## config.mk

```make
export PLATFORM = sky130hd
export DESIGN_NAME = piso_serializer
export DESIGN_NICKNAME = d
export VERILOG_FILES = /design/src/rtl/serial_pkg.sv /design/src/rtl/bit_counter.sv /design/src/rtl/piso_serializer.sv
export SDC_FILE = /design/constraint.sdc
export NUM_CORES = 1
export LEC_CHECK = 0
export CORE_UTILIZATION = 60
export CTS_BUF_LIST = sky130_fd_sc_hd__clkbuf_4 sky130_fd_sc_hd__clkbuf_8
export DETAILED_ROUTE_END_ITERATION = 7
export GPL_TIMING_DRIVEN = 0
export PLACE_DENSITY = 0.87
export RECOVER_POWER = 100
export SLEW_MARGIN = 20
export SYNTH_ARGS = -nofsm -noshare
export SYNTH_HDL_FRONTEND = slang
export SYNTH_HIERARCHICAL = 1
export SYNTH_SLANG_ARGS = --single-unit
export TNS_END_PERCENT = 50
```

## constraint.sdc

```tcl
create_clock -name clk -period 2.5 [get_ports clk]
set_clock_uncertainty 0.05 [all_clocks]
set_input_delay 0.375 -clock clk [delete_from_list [all_inputs] [get_ports clk]]
set_output_delay 0.375 -clock clk [all_outputs]
set_load 0.005 [all_outputs]
```

## src/rtl/serial_pkg.sv

```systemverilog
// -----------------------------------------------------------------------------
// serial_pkg
// Shared types and helpers for the serial datapath blocks. These are the PISO
// serializer and the planned serial receiver.
//   ser_state_t : two-state shifter FSM encoding
//   cnt_w(n)    : width of a bit counter that runs 0..n-1
// -----------------------------------------------------------------------------
package serial_pkg;

  typedef enum logic {
    S_IDLE  = 1'b0,
    S_SHIFT = 1'b1
  } ser_state_t;

  function automatic int cnt_w(input int n);
    return $clog2(n);
  endfunction

endpackage

```

## src/rtl/bit_counter.sv

```systemverilog
// -----------------------------------------------------------------------------
// bit_counter
// Counts the bit transfers of one word. It runs 0..N-1. When enabled at the
// terminal count it returns to 0, ready for the next word. It never goes past
// N-1.
// Ports:
//   clk      in   clock
//   clear_i  in   synchronous active-high clear (count -> 0)
//   en_i     in   advance by one bit this cycle
//   count_o  out  current bit index, cnt_w(N) bits
//   tc_o     out  count_o == N-1 (current bit is the last of the word)
// -----------------------------------------------------------------------------
module bit_counter
  import serial_pkg::*;
#(
  parameter int N = 8
) (
  input  logic                  clk,
  input  logic                  clear_i,
  input  logic                  en_i,
  output logic [cnt_w(N)-1:0]   count_o,
  output logic                  tc_o
);

  localparam int CW = cnt_w(N);

  logic [CW-1:0] cnt_q;
  logic [CW-1:0] cnt_d;

  assign tc_o    = (cnt_q == CW'(N - 1));
  assign count_o = cnt_q;

  always_comb begin
    cnt_d = cnt_q;
    if (en_i) begin
      cnt_d = tc_o ? '0 : cnt_q + 1'b1;
    end
  end

  always_ff @(posedge clk) begin
    if (clear_i) begin
      cnt_q <= '0;
    end else begin
      cnt_q <= cnt_d;
    end
  end

endmodule

```

## src/rtl/piso_serializer.sv

```systemverilog
// -----------------------------------------------------------------------------
// piso_serializer
// Parallel-in / serial-out unloader. It accepts N-bit words and shifts them out
// one bit per transfer. A one-word holding buffer lets the next word start on
// the cycle after the previous word's last bit, so there is no idle cycle.
//
// Handshakes (both ports use strict valid/ready):
//   word accept  = load && ready           at posedge
//   bit transfer = sout_valid && sout_ready at posedge
//   ready depends only on state and clear, never on load. While sout_valid is
//   high and sout_ready is low, sout and sout_last stay stable.
//
// Ports:
//   clk         in   clock
//   clear       in   synchronous active-high reset; it has priority over all
//                    other inputs and discards any in-flight or buffered word
//   load        in   upstream offers par_in
//   par_in      in   parallel word (N bits)
//   ready       out  a word can be accepted this cycle
//   sout        out  current serial bit
//   sout_valid  out  sout is valid
//   sout_ready  in   sink takes sout this cycle
//   sout_last   out  current bit is the final bit of its word
//   busy        out  a word is shifting or buffered
//   dbg_state   out  FSM state, for observation
// -----------------------------------------------------------------------------
module piso_serializer
  import serial_pkg::*;
#(
  parameter int N         = 8,
  parameter bit MSB_FIRST = 1'b1
) (
  input  logic         clk,
  input  logic         clear,
  input  logic         load,
  input  logic [N-1:0] par_in,
  output logic         ready,
  output logic         sout,
  output logic         sout_valid,
  input  logic         sout_ready,
  output logic         sout_last,
  output logic         busy,
  output ser_state_t   dbg_state
);

  localparam int CW = cnt_w(N);

  ser_state_t    state_q, state_d;
  logic [N-1:0]  shreg_q, shreg_d;
  logic [N-1:0]  buf_q, buf_d;
  logic          buf_full_q, buf_full_d;

  logic [CW-1:0] count;
  logic          tc;
  logic          accept;
  logic          xfer;
  logic          last_xfer;
  logic [N-1:0]  shifted;

  assign ready     = !clear && !buf_full_q;
  assign accept    = load && ready;
  assign xfer      = (state_q == S_SHIFT) && sout_ready;
  assign last_xfer = xfer && tc;

  // Vacated bits fill with zero. The direction follows the bit order on the wire.
  assign shifted = MSB_FIRST ? {shreg_q[N-2:0], 1'b0} : {1'b0, shreg_q[N-1:1]};

  bit_counter #(.N(N)) u_bit_counter (
    .clk     (clk),
    .clear_i (clear),
    .en_i    (xfer),
    .count_o (count),
    .tc_o    (tc)
  );

  // State register
  always_ff @(posedge clk) begin
    if (clear) begin
      state_q <= S_IDLE;
    end else begin
      state_q <= state_d;
    end
  end

  // Next-state logic
  always_comb begin
    state_d = state_q;
    unique case (state_q)
      S_IDLE:  if (accept) state_d = S_SHIFT;
      // Stay in S_SHIFT when a new word can follow directly. That word comes
      // from the buffer or from an accept on the same edge.
      S_SHIFT: if (last_xfer && !buf_full_q && !accept) state_d = S_IDLE;
    endcase
  end

  // Datapath next-state: shift register and holding buffer
  always_comb begin
    shreg_d    = shreg_q;
    buf_d      = buf_q;
    buf_full_d = buf_full_q;
    if (state_q == S_IDLE) begin
      if (accept) shreg_d = par_in;
    end else begin
      if (xfer) begin
        if (!tc) begin
          shreg_d = shifted;
        end else if (buf_full_q) begin
          shreg_d    = buf_q;
          buf_full_d = 1'b0;
        end else if (accept) begin
          shreg_d = par_in;
        end else begin
          shreg_d = shifted;
        end
      end
      // When the last bit leaves on this edge, an accepted word bypasses the
      // buffer and goes straight into the shift register (see above).
      if (accept && !last_xfer) begin
        buf_d      = par_in;
        buf_full_d = 1'b1;
      end
    end
  end

  always_ff @(posedge clk) begin
    if (clear) begin
      shreg_q    <= '0;
      buf_q      <= '0;
      buf_full_q <= 1'b0;
    end else begin
      shreg_q    <= shreg_d;
      buf_q      <= buf_d;
      buf_full_q <= buf_full_d;
    end
  end

  // Output logic
  always_comb begin
    sout_valid = 1'b0;
    sout       = 1'b0;
    sout_last  = 1'b0;
    if (state_q == S_SHIFT) begin
      sout_valid = 1'b1;
      sout       = MSB_FIRST ? shreg_q[N-1] : shreg_q[0];
      sout_last  = (count == CW'(N - 1));
    end
  end

  assign busy      = (state_q == S_SHIFT) || buf_full_q;
  assign dbg_state = state_q;

endmodule

```

==> impl_metrics.yaml <==
grt:
  grt_pass1_wl_mm: 4.51
  grt_max_degree: 20
  overflow: 0
  antenna_found_initial: 0
  grt_pass1_vias: 1030
  track_usage_pct: 28.7
synthesis:
  synth_nets: 163
  synth_seq_cells: 21
  avgSynthCellArea_um2: 8.35
  synth_area_leaders: "dfxtp_1 (34%), mux2i_1 (8.0%), o21ai_0 (6.4%)"
  synth_edf_count: 0
  yosys-top-cells-count: "dfxtp_1 (21), nor2_1 (19), o21ai_0 (16)"
  yosysMostFrequentCell: "dfxtp_1"
  ys.flop_type: "dfxtp_1"
  syn_area_um2: 1240
  synth_top_area_share_pct: 33.8
  postSynthCellCount: 149
  ys_types: 34
  synth-async-reset-ratio_pct: 0
  yosys.area.top_type: "dfxtp_1"
  yosysWarnings: 6
  ys_seq_area_share_pct: 33.8
clock_tree:
  root_buffer: "clkbuf_4"
  cts_tree: "done"
  post-cts-setup-buffers: 0
  cts_buffer_depth: 2
  numCtsBuffers: 3
  clock-sinks: 21
  clk_pin_slew_ns: 0.13
  h-tree-depth: 1
  clock_latency_ns: 0.32
setup_path:
  crit_path_top_delay_cell: "clkbuf_1"
  cp.required_ns: 2.66
  max_stage_delay_ns: 0.40
  crit_arrival_ns: 2.51
  cp_cell_sequence: "ha_1 > ha_1 > clkbuf_2 > clkbuf_1 > nand2_1 > nand4_1 > clkbuf_2 > mux2i_1 > nor2_1"
  cp_max_fo: 10
  worstSetupEndpointType: "flop"
  crit_path_start_kind: "flop"
  path_class: "flop to flop"
placement:
  hpwlAfterDp_mm: 2.11
  placed_cell_area_um2: 1450
  port-buffer-count: 17
  place.gp.congestion: 0.857
power:
  power_switching_w: 0.000216
  powerDensity_nw_per_um2: 496
  seqPwrFrac_pct: 51.6
  clkPwrFrac_pct: 26.2
  ir_drop_uv: 365
  power.total_w: 0.000719
  intPower_w: 0.000503
  comb_power_share_pct: 22.2
  power_leakage_nw: 0.588
  swShare_pct: 30.0
drt:
  wl_per_cell_um: 16.1
  vias_per_cell: 6.27
  drt_iter0_markers: 45
  antenna_left: 0
  route.detailed.drc: 0
  via_count: 1223
  first_pass_iters: 4
  drt_wl_total_mm: 3.14
finish:
  seq_area_um2: 420
  layout-drive-gt1-share_pct: 10.1
  multi_input_area_um2: 654
  final_util_pct: 74.0
  nNetsFinal: 183
  syn_to_final_growth_pct: 16.7
  stdcell_area_um2: 1450
  n_antenna_cell: 0
  fill_cells: 173
timing:
  grt_setup_unrepaired: "no"
  tightest_slew_ns: 1.10
  finalSetupViolations: 0
  hold_violations: 0
  setup_tns_ns: 0
  period_share_pct: 94.0
  period_needed_ns: 2.35
  slew_headroom_pct: 25.9
  slew_violations: 0
  max_freq_mhz: 425
  hold_ws_ns: 0.464
die:
  die_w_um: 47.5
  dieArea_um2: 2260
  die_h_um: 47.5
  core-area_um2: 1960
  rows: 16
  start_util_pct: 63.4
  ioPinCount: 18
outcome:
  status: "finished clean"
worst_hold_path:
  min_path_type: "flop to flop"
run:
  max_cap_violations: 0
## worst paths after layout
path	from	endpoint	slack, ns	cells past startpoint
setup / recovery	u_bit_counter/count_o[0]$_SDFFE_PP0P_	buf_q[1]$_SDFFE_PP0P_	0.15	9
hold reg to reg	buf_q[2]$_SDFFE_PP0P_	buf_q[2]$_SDFFE_PP0P_	0.46	2
setup reg to reg	u_bit_counter/count_o[0]$_SDFFE_PP0P_	buf_q[1]$_SDFFE_PP0P_	0.15	9
hold / removal	buf_q[2]$_SDFFE_PP0P_	buf_q[2]$_SDFFE_PP0P_	0.46	2
## worst max-delay path: cells and delay by family (launching register included)
kind / cells / cell delay, ns
flip-flops: 1 / 0.39
AND/OR/NAND/NOR: 3 / 0.30
adder cells (fa/ha/maj): 2 / 0.31
multiplexers: 1 / 0.25
buffers and inverters: 3 / 0.95
## what timing repair did
action                     CTS  global route
resized for setup            2             0
hold buffers                 0             0
setup endpoints to repair    3             0
## final cells by class
class,instances,share of cell area [%]
Clock buffer,4,2.07
Tap cell,27,2.33
Sequential cell,21,29.0
Inverter,10,3.45
Timing Repair Buffer,17,11.6
Multi-Input combinational cell,104,45.1
Buffer,12,6.47
## layer usage
metal	GRT usage [%]	wire length, um
met1	33.9	1330
met2	47.7	1570
met3	5.66	175
met4	17.8	65
met5	0	0
## layout by cell type, fill, tap and decap left out, types with 2 or more instances in the layout
cell type         n
ha_1              2
nor2_1           19
nand2_1           4
o21ai_0          17
nor3_1           14
mux2i_1          10
dlygate4sd3_1     3
a311oi_1          7
a21oi_1           3
clkbuf_8          2
inv_1             9
o221ai_1          7
buf_4             2
buf_6             2
nand2b_1          2
or3_1             7
clkbuf_4          4
dfxtp_1          21
clkdlybuf4s50_1  13
clkbuf_2          4
## state kept, by name, summed over array words and instances, names as in the netlist
name	flops
buf_q	8
shreg_q	8
u_bit_counter/count_o	3
buf_full_q	1
dbg_state	1
## power by group through the flow
stage	combinational, W	clock [W]	sequential [W]
floorplan	0.000104	0	0.000374
global placement	0.000159	0	0.000376
detailed placement	0.000165	0	0.000378
CTS	0.000164	0.000186	0.000371
global route	0.000174	0.000200	0.000374
finish	0.000160	0.000188	0.000371
## metrics by stage
stage | setup WS (ns) | cells
2_1_floorplan | 0.828 | 149
3_3_place_gp | -0.301 | 193
3_5_place_dp | -0.353 | 193
4_1_cts | 0.181 | 195
5_1_grt | 0.0642 | 195
6_report | 0.150 | 195
## cells by family (layout without fill, tap and decap cells)
kind of cell | Yosys count | count (layout) | synth area share (%)
AOI/OAI and AO/OA | 38 | 38 | 22.2
adders and majority gates | 2 | 2 | 2.01
buffers and inverters | 24 | 43 | 12.4
DFF | 21 | 21 | 33.8
muxes | 10 | 10 | 8.05
and+or+nand+nor | 54 | 54 | 21.5
Note: power is estimated with default switching activity, not from simulation.
